$ cat config.mk
export PLATFORM = sky130hd
export DESIGN_NAME = alu_uart_if
export DESIGN_NICKNAME = d
export VERILOG_FILES = /design/src/rtl/alu_if_pkg.sv /design/src/rtl/alu_if_timer.sv /design/src/rtl/alu_uart_if.sv
export SDC_FILE = /design/constraint.sdc
export NUM_CORES = 1
export LEC_CHECK = 0
export BUFFER_PORTS_ARGS = -buffer_cell sky130_fd_sc_hd__buf_2
export CAP_MARGIN = 20
export CELL_PAD_IN_SITES_DETAIL_PLACEMENT = 1
export CELL_PAD_IN_SITES_GLOBAL_PLACEMENT = 1
export CORE_UTILIZATION = 40
export CTS_BUF_LIST = sky130_fd_sc_hd__clkbuf_16
export CTS_CLUSTER_SIZE = 25
export DETAILED_ROUTE_END_ITERATION = 8
export GPL_ROUTABILITY_DRIVEN = 0
export GPL_TIMING_DRIVEN = 0
export HOLD_SLACK_MARGIN = 0.08
export PLACE_DENSITY_LB_ADDON = 0.1
export SLEW_MARGIN = 10
export SYNTH_ARGS = -nofsm -noshare
export SYNTH_HDL_FRONTEND = slang
export SYNTH_SLANG_ARGS = --single-unit
$ cat constraint.sdc
create_clock -name clk -period 3.1 [get_ports clk]
set_clock_uncertainty 0.2 [all_clocks]
set_input_delay 0 -clock clk [delete_from_list [all_inputs] [get_ports clk]]
set_output_delay 0 -clock clk [all_outputs]
set_load 0.01 [all_outputs]
$ cat src/rtl/alu_if_pkg.sv
// Shared types and constants for the ALU UART front end: FSM state encoding
// and the opcode values the downstream ALU understands.
package alu_if_pkg;

    typedef enum logic [2:0] {
        ST_WAIT_A,
        ST_WAIT_B,
        ST_WAIT_OP,
        ST_SEND,
        ST_WAIT_TX
    } state_t;

    localparam logic [7:0] OP_ADD = 8'h20;
    localparam logic [7:0] OP_SUB = 8'h22;
    localparam logic [7:0] OP_AND = 8'h24;
    localparam logic [7:0] OP_OR  = 8'h25;
    localparam logic [7:0] OP_XOR = 8'h26;
    localparam logic [7:0] OP_SRA = 8'h03;
    localparam logic [7:0] OP_SRL = 8'h02;
    localparam logic [7:0] OP_NOR = 8'h27;

endpackage

$ cat src/rtl/alu_if_timer.sv
// Clearable inter-byte counter; expire is high during the cycle the count
// sits at TIMEOUT_CYCLES-1 while running.
module alu_if_timer #(
    parameter int unsigned TIMEOUT_CYCLES = 1_000_000
) (
    input  logic clk,
    input  logic rst_n,
    input  logic run,
    input  logic clear,
    output logic expire
);

    localparam int unsigned CNT_W = (TIMEOUT_CYCLES > 2) ? $clog2(TIMEOUT_CYCLES) : 1;
    localparam logic [CNT_W-1:0] LAST = CNT_W'(TIMEOUT_CYCLES - 1);

    logic [CNT_W-1:0] count;

    always_ff @(posedge clk or negedge rst_n) begin
        if (!rst_n) begin
            count <= '0;
        end else if (clear) begin
            count <= '0;
        end else if (run) begin
            count <= (count == LAST) ? '0 : count + 1'b1;
        end
    end

    assign expire = run && !clear && (count == LAST);

endmodule

$ cat src/rtl/alu_uart_if.sv
// Collects A, B and opcode bytes from the UART receiver, presents them to the
// ALU and sends the result back. Define ALU_IF_TIMEOUT_EN for the inter-byte timeout.
module alu_uart_if
    import alu_if_pkg::*;
#(
    parameter int unsigned DATA_W         = 8,
    parameter int unsigned TIMEOUT_CYCLES = 1_000_000
) (
    input  logic              clk,
    input  logic              rst_n,
    input  logic [DATA_W-1:0] rx_data,
    input  logic              rx_done,
    input  logic              tx_done,
    input  logic [DATA_W-1:0] alu_w,
    output logic [DATA_W-1:0] alu_a,
    output logic [DATA_W-1:0] alu_b,
    output logic [DATA_W-1:0] alu_op,
    output logic [DATA_W-1:0] tx_data,
    output logic              tx_start,
    output logic              busy,
    output logic              timeout
);

    state_t state;
    logic   expire;

`ifdef ALU_IF_TIMEOUT_EN
    // Counting only while a frame is partially received; sitting in WAIT_A keeps it cleared.
    alu_if_timer #(
        .TIMEOUT_CYCLES(TIMEOUT_CYCLES)
    ) u_timer (
        .clk    (clk),
        .rst_n  (rst_n),
        .run    ((state == ST_WAIT_B) || (state == ST_WAIT_OP)),
        .clear  (rx_done || (state == ST_WAIT_A)),
        .expire (expire)
    );
`else
    assign expire = 1'b0;
`endif

    always_ff @(posedge clk or negedge rst_n) begin
        if (!rst_n) begin
            state    <= ST_WAIT_A;
            alu_a    <= '0;
            alu_b    <= '0;
            alu_op   <= '0;
            tx_data  <= '0;
            tx_start <= 1'b0;
            timeout  <= 1'b0;
        end else begin
            tx_start <= 1'b0;
            timeout  <= 1'b0;
            case (state)
                ST_WAIT_A: begin
                    if (rx_done) begin
                        alu_a <= rx_data;
                        state <= ST_WAIT_B;
                    end
                end
                ST_WAIT_B: begin
                    if (rx_done) begin
                        alu_b <= rx_data;
                        state <= ST_WAIT_OP;
                    end else if (expire) begin
                        timeout <= 1'b1;
                        state   <= ST_WAIT_A;
                    end
                end
                ST_WAIT_OP: begin
                    if (rx_done) begin
                        alu_op <= rx_data;
                        state  <= ST_SEND;
                    end else if (expire) begin
                        timeout <= 1'b1;
                        state   <= ST_WAIT_A;
                    end
                end
                // alu_w has had a full cycle to settle on the new operands.
                ST_SEND: begin
                    tx_data  <= alu_w;
                    tx_start <= 1'b1;
                    state    <= ST_WAIT_TX;
                end
                ST_WAIT_TX: begin
                    if (tx_done) begin
                        state <= ST_WAIT_A;
                    end
                end
                default: state <= ST_WAIT_A;
            endcase
        end
    end

    assign busy = (state == ST_SEND) || (state == ST_WAIT_TX);

endmodule
==> impl_results.html <==
<table>
<tr><th>Metric</th><th>Value</th></tr>
<tr><th colspan="2">Synthesis</th></tr>
<tr><td>Cell area after synthesis</td><td>1421 µm²</td></tr>
<tr><td>Number of flops mapped to enable cells by yosys</td><td>0</td></tr>
<tr><td>Count of cell types in the netlist</td><td>15</td></tr>
<tr><td>Top_reg_cell synth</td><td>sky130_fd_sc_hd__dfrtp_1</td></tr>
<tr><td>Fraction of the yosys area taken by sequential cells</td><td>0.6338</td></tr>
<tr><td>Yosys top cell by area</td><td>sky130_fd_sc_hd__dfrtp_1</td></tr>
<tr><td>Area contributors post-synth</td><td>sky130_fd_sc_hd__dfrtp_1 (63%), sky130_fd_sc_hd__mux2_2 (25%), sky130_fd_sc_hd__and4bb_2 (1.8%)</td></tr>
<tr><td>Post-synthesis cell count</td><td>88</td></tr>
<tr><td>Synthesis warning total</td><td>0</td></tr>
<tr><td>Cell with the most instances after synthesis</td><td>sky130_fd_sc_hd__dfrtp_1</td></tr>
<tr><td>FF+latch count, synth</td><td>36</td></tr>
<tr><td>Most used standard cells in the synthesized netlist</td><td>sky130_fd_sc_hd__dfrtp_1 (36), sky130_fd_sc_hd__mux2_2 (32)</td></tr>
<tr><td>Share of flip-flops with an asynchronous set or reset</td><td>1.000</td></tr>
<tr><td>Share of the synthesized area in the top cell type</td><td>0.6338</td></tr>
<tr><td>Average cell area after synthesis</td><td>approximately 16 µm²</td></tr>
<tr><td>Post-Synthesis Net Count</td><td>about 110</td></tr>
<tr><th colspan="2">Layout</th></tr>
<tr><td>Area Growth Syn to Fin</td><td>45.69%</td></tr>
<tr><td>Sequential Area</td><td>900.9 µm²</td></tr>
<tr><td>Finished Core Util</td><td>0.6157</td></tr>
<tr><td>Final antenna diode count</td><td>0</td></tr>
<tr><td>Proportion of layout cells with a drive suffix above 1</td><td>0.5952</td></tr>
<tr><td>Area used by multi-input combinational logic</td><td>476.7 µm²</td></tr>
<tr><td>Number of nets in the layout</td><td>187</td></tr>
<tr><td>Fillers</td><td>374</td></tr>
<tr><td>Finished Layout Cells</td><td>214</td></tr>
<tr><th colspan="2">CTS</th></tr>
<tr><td>Buffer cell driving the clock tree root</td><td>sky130_fd_sc_hd__clkbuf_16</td></tr>
<tr><td>Total setup buffers inserted after CTS</td><td>0</td></tr>
<tr><td>Total number of clock tree sinks</td><td>36</td></tr>
<tr><td>Number of CTS-inserted buffers</td><td>5</td></tr>
<tr><td>Number of H-tree levels</td><td>2</td></tr>
<tr><td>Clock insertion delay at the later pin of the skew report</td><td>0.28 ns</td></tr>
<tr><td>Number of buffers between clock root and the deepest sink</td><td>2</td></tr>
<tr><td>Number of cells upsized or downsized after cts</td><td>0</td></tr>
<tr><td>CTS clock-pin slew for the worst setup and hold paths</td><td>approximately 0.06 ns</td></tr>
<tr><td>Total of hold buffers inserted after clock tree synthesis</td><td>19</td></tr>
<tr><td>Clock tree from TritonCTS</td><td>done</td></tr>
<tr><th colspan="2">Power</th></tr>
<tr><td>Design internal power</td><td>1.440 mW</td></tr>
<tr><td>Clock share of power</td><td>0.221</td></tr>
<tr><td>Part of the total power dissipated in sequential elements</td><td>0.395</td></tr>
<tr><td>Leak pwr</td><td>0.9985 nW</td></tr>
<tr><td>Power Density</td><td>between 1000 and 1500 nW/µm²</td></tr>
<tr><td>NetSw</td><td>0.6734 mW</td></tr>
<tr><td>Worst ir drop on vdd</td><td>between 0.4 and 0.5 mV</td></tr>
<tr><td>Share of total power in combinational logic</td><td>0.384</td></tr>
<tr><td>Proportion of total power due to net switching</td><td>0.3187</td></tr>
<tr><td>Power after layout</td><td>2.113 mW</td></tr>
<tr><th colspan="2">Critical path</th></tr>
<tr><td>Required @ worst endpoint</td><td>3.06 ns</td></tr>
<tr><td>Data arrival time of the critical path</td><td>1.80 ns</td></tr>
<tr><td>Critical Path Source Type</td><td>flip-flop</td></tr>
<tr><td>Maximum net fanout on the critical path</td><td>8</td></tr>
<tr><td>Worst setup EP type</td><td>flip-flop</td></tr>
<tr><td>Crit path kind</td><td>flip-flop to flip-flop</td></tr>
<tr><th colspan="2">Timing</th></tr>
<tr><td>Final critical-path required period</td><td>1.845 ns</td></tr>
<tr><td>Worst Setup Slack, final</td><td>1.255 ns</td></tr>
<tr><td>Worst-Margin Slew</td><td>a little under 0.8 ns</td></tr>
<tr><td>Final worst path period share</td><td>0.5951</td></tr>
<tr><td>Max Clock Freq</td><td>542.1 MHz</td></tr>
<tr><td>Setup-failing EPs final</td><td>0</td></tr>
<tr><td>TNS Setup</td><td>0 ns</td></tr>
<tr><td>Unrepaired setup endpoints after global routing</td><td>false</td></tr>
<tr><td>Max-slew headroom</td><td>0.4827</td></tr>
<tr><td>Max-slew violation count</td><td>0</td></tr>
<tr><td>Number of hold violations in the final report</td><td>0</td></tr>
<tr><th colspan="2">Floorplan</th></tr>
<tr><td>Starting Density</td><td>0.4226</td></tr>
<tr><td>Site Rows</td><td>21</td></tr>
<tr><td>Die area</td><td>3796 µm²</td></tr>
<tr><td>Die Height</td><td>61.61 µm</td></tr>
<tr><td>Core region area</td><td>3363 µm²</td></tr>
<tr><td>Die X-Extent</td><td>between 60 and 70 µm</td></tr>
<tr><td>Number of top-level pins</td><td>55</td></tr>
<tr><th colspan="2">Run</th></tr>
<tr><td>Max Cap Violations</td><td>0</td></tr>
<tr><th colspan="2">GRT</th></tr>
<tr><td>Overall fraction of global-route tracks in use</td><td>0.2056</td></tr>
<tr><td>Maximum number of pins on one net before global-route repair</td><td>37</td></tr>
<tr><td>Number of antenna violations at the first check in global routing</td><td>0</td></tr>
<tr><td>Vias in the first global route</td><td>1039</td></tr>
<tr><td>Remaining global-route overflow</td><td>0</td></tr>
<tr><td>Global-route wire length before repair</td><td>5.140 mm</td></tr>
<tr><th colspan="2">Route</th></tr>
<tr><td>Via density per instance</td><td>4.682</td></tr>
<tr><td>Detailed-route wire length per cell</td><td>16.00 µm</td></tr>
<tr><td>Vias</td><td>1002</td></tr>
<tr><td>Detailed-router iteration count before antenna repair</td><td>3</td></tr>
<tr><td>Post-DRT Antenna Nets</td><td>0</td></tr>
<tr><td>Number of remaining DRC errors</td><td>0</td></tr>
<tr><td>Routed wire length</td><td>3.424 mm</td></tr>
<tr><td>First DRT Iteration DRCs</td><td>31</td></tr>
<tr><th colspan="2">Placement</th></tr>
<tr><td>Post-DP HPWL</td><td>2.114 mm</td></tr>
<tr><td>Placed Instances</td><td>187</td></tr>
<tr><td>Place WS</td><td>1.212 ns</td></tr>
<tr><td>Port buffer count</td><td>53</td></tr>
<tr><th colspan="2">Status</th></tr>
<tr><td>Outcome</td><td>completed</td></tr>
<tr><th colspan="2">Worst hold path</th></tr>
<tr><td>Worst hold-check path type</td><td>primary input to async pin</td></tr>
</table>
worst paths after layout:
| kind | startpoint | cells past startpoint | slack [ns] | endpoint |
|---|---|---|---|---|
| worst max-delay path | state[2] | 2 | 1.26 | alu_a[2] |
| worst min-delay path | rst_n | 2 | 0.14 | alu_a[6] |
| worst max register to register | state[2] | 2 | 1.26 | alu_a[2] |
| worst min register to register | alu_op[6] | 1 | 0.30 | alu_op[6] |
| max in group asynchronous | rst_n | 2 | 2.07 | alu_b[6] |
| min in group clk | alu_w[3] | 3 | 0.28 | tx_data[3] |
layer usage:
layer  vias to the layer above  wire, µm  track usage
li1                        464         -            -
met1                       499      1332       0.2190
met2                        30      1873       0.3702
met3                         9       146      0.05042
met4                         0        71       0.1143
met5                         -         0            0
power by group through the flow:
| stage | clock, mW | combinational (mW) | sequential [mW] |
|---|---|---|---|
| floorplan | 0 | 0.369 | 0.937 |
| global placement | 0 | 0.770 | 0.823 |
| detailed placement | 0 | 0.800 | 0.842 |
| CTS | 0.477 | 0.821 | 0.837 |
| global route | 0.493 | 0.886 | 0.869 |
| finish | 0.467 | 0.812 | 0.834 |
cells in the final DEF, fill, tap and decap left out, drive strengths merged:
master | netlist | routed
conb | 1 | 1
a21oi | 2 | 2
o21ai | 1 | 1
or3b | 2 | 2
nor4b | 1 | 1
nand2 | 1 | 1
clkinv | 0 | 1
nand3b | 2 | 2
clkbuf | 0 | 5
inv | 1 | 3
dfrtp | 36 | 36
mux2 | 32 | 32
and4bb | 2 | 2
nand2b | 2 | 2
dlygate4sd3 | 0 | 19
buf | 5 | 58
area by class of cell:
class,count,area share
flip-flops and latches,36,0.4350
inverters,1,0.001813
clock buffers,5,0.06042
well taps,46,0.02779
multi-input cells,46,0.2302
clock inverters,3,0.005438
repair buffers,72,0.2199
plain buffers,5,0.01934
sequential cells by signal, summed over array words and instances (netlist names):
| register | flops |
|---|---|
| alu_b | 8 |
| state | 3 |
| alu_op | 8 |
| alu_a | 8 |
| tx_data | 8 |
| tx_start | 1 |
cells by family after synthesis:
logic type	Yosys count	share of synthesized area
AO/OA/AOI/OAI	3	0.01056
multiplexers	32	0.2535
buffers and inverters	6	0.03081
other	1	0.002638
AND/OR/NAND/NOR	10	0.06865
flip-flops	36	0.6338
metrics by stage:
stage	area [µm²]	hold slack [ns]
2_1_floorplan	1421	-0.4956
3_3_place_gp	1744	-0.08074
3_5_place_dp	1744	-0.07472
4_1_cts	2071	0.1658
5_1_grt	2071	0.2209
6_report	2071	0.1369
worst max-delay path: stages (launching register included):
cell                      delay (ns)
sky130_fd_sc_hd__dfrtp_1        0.45
sky130_fd_sc_hd__nor4b_4        0.65
sky130_fd_sc_hd__mux2_2         0.41
Power figures use the tool's default switching activity.
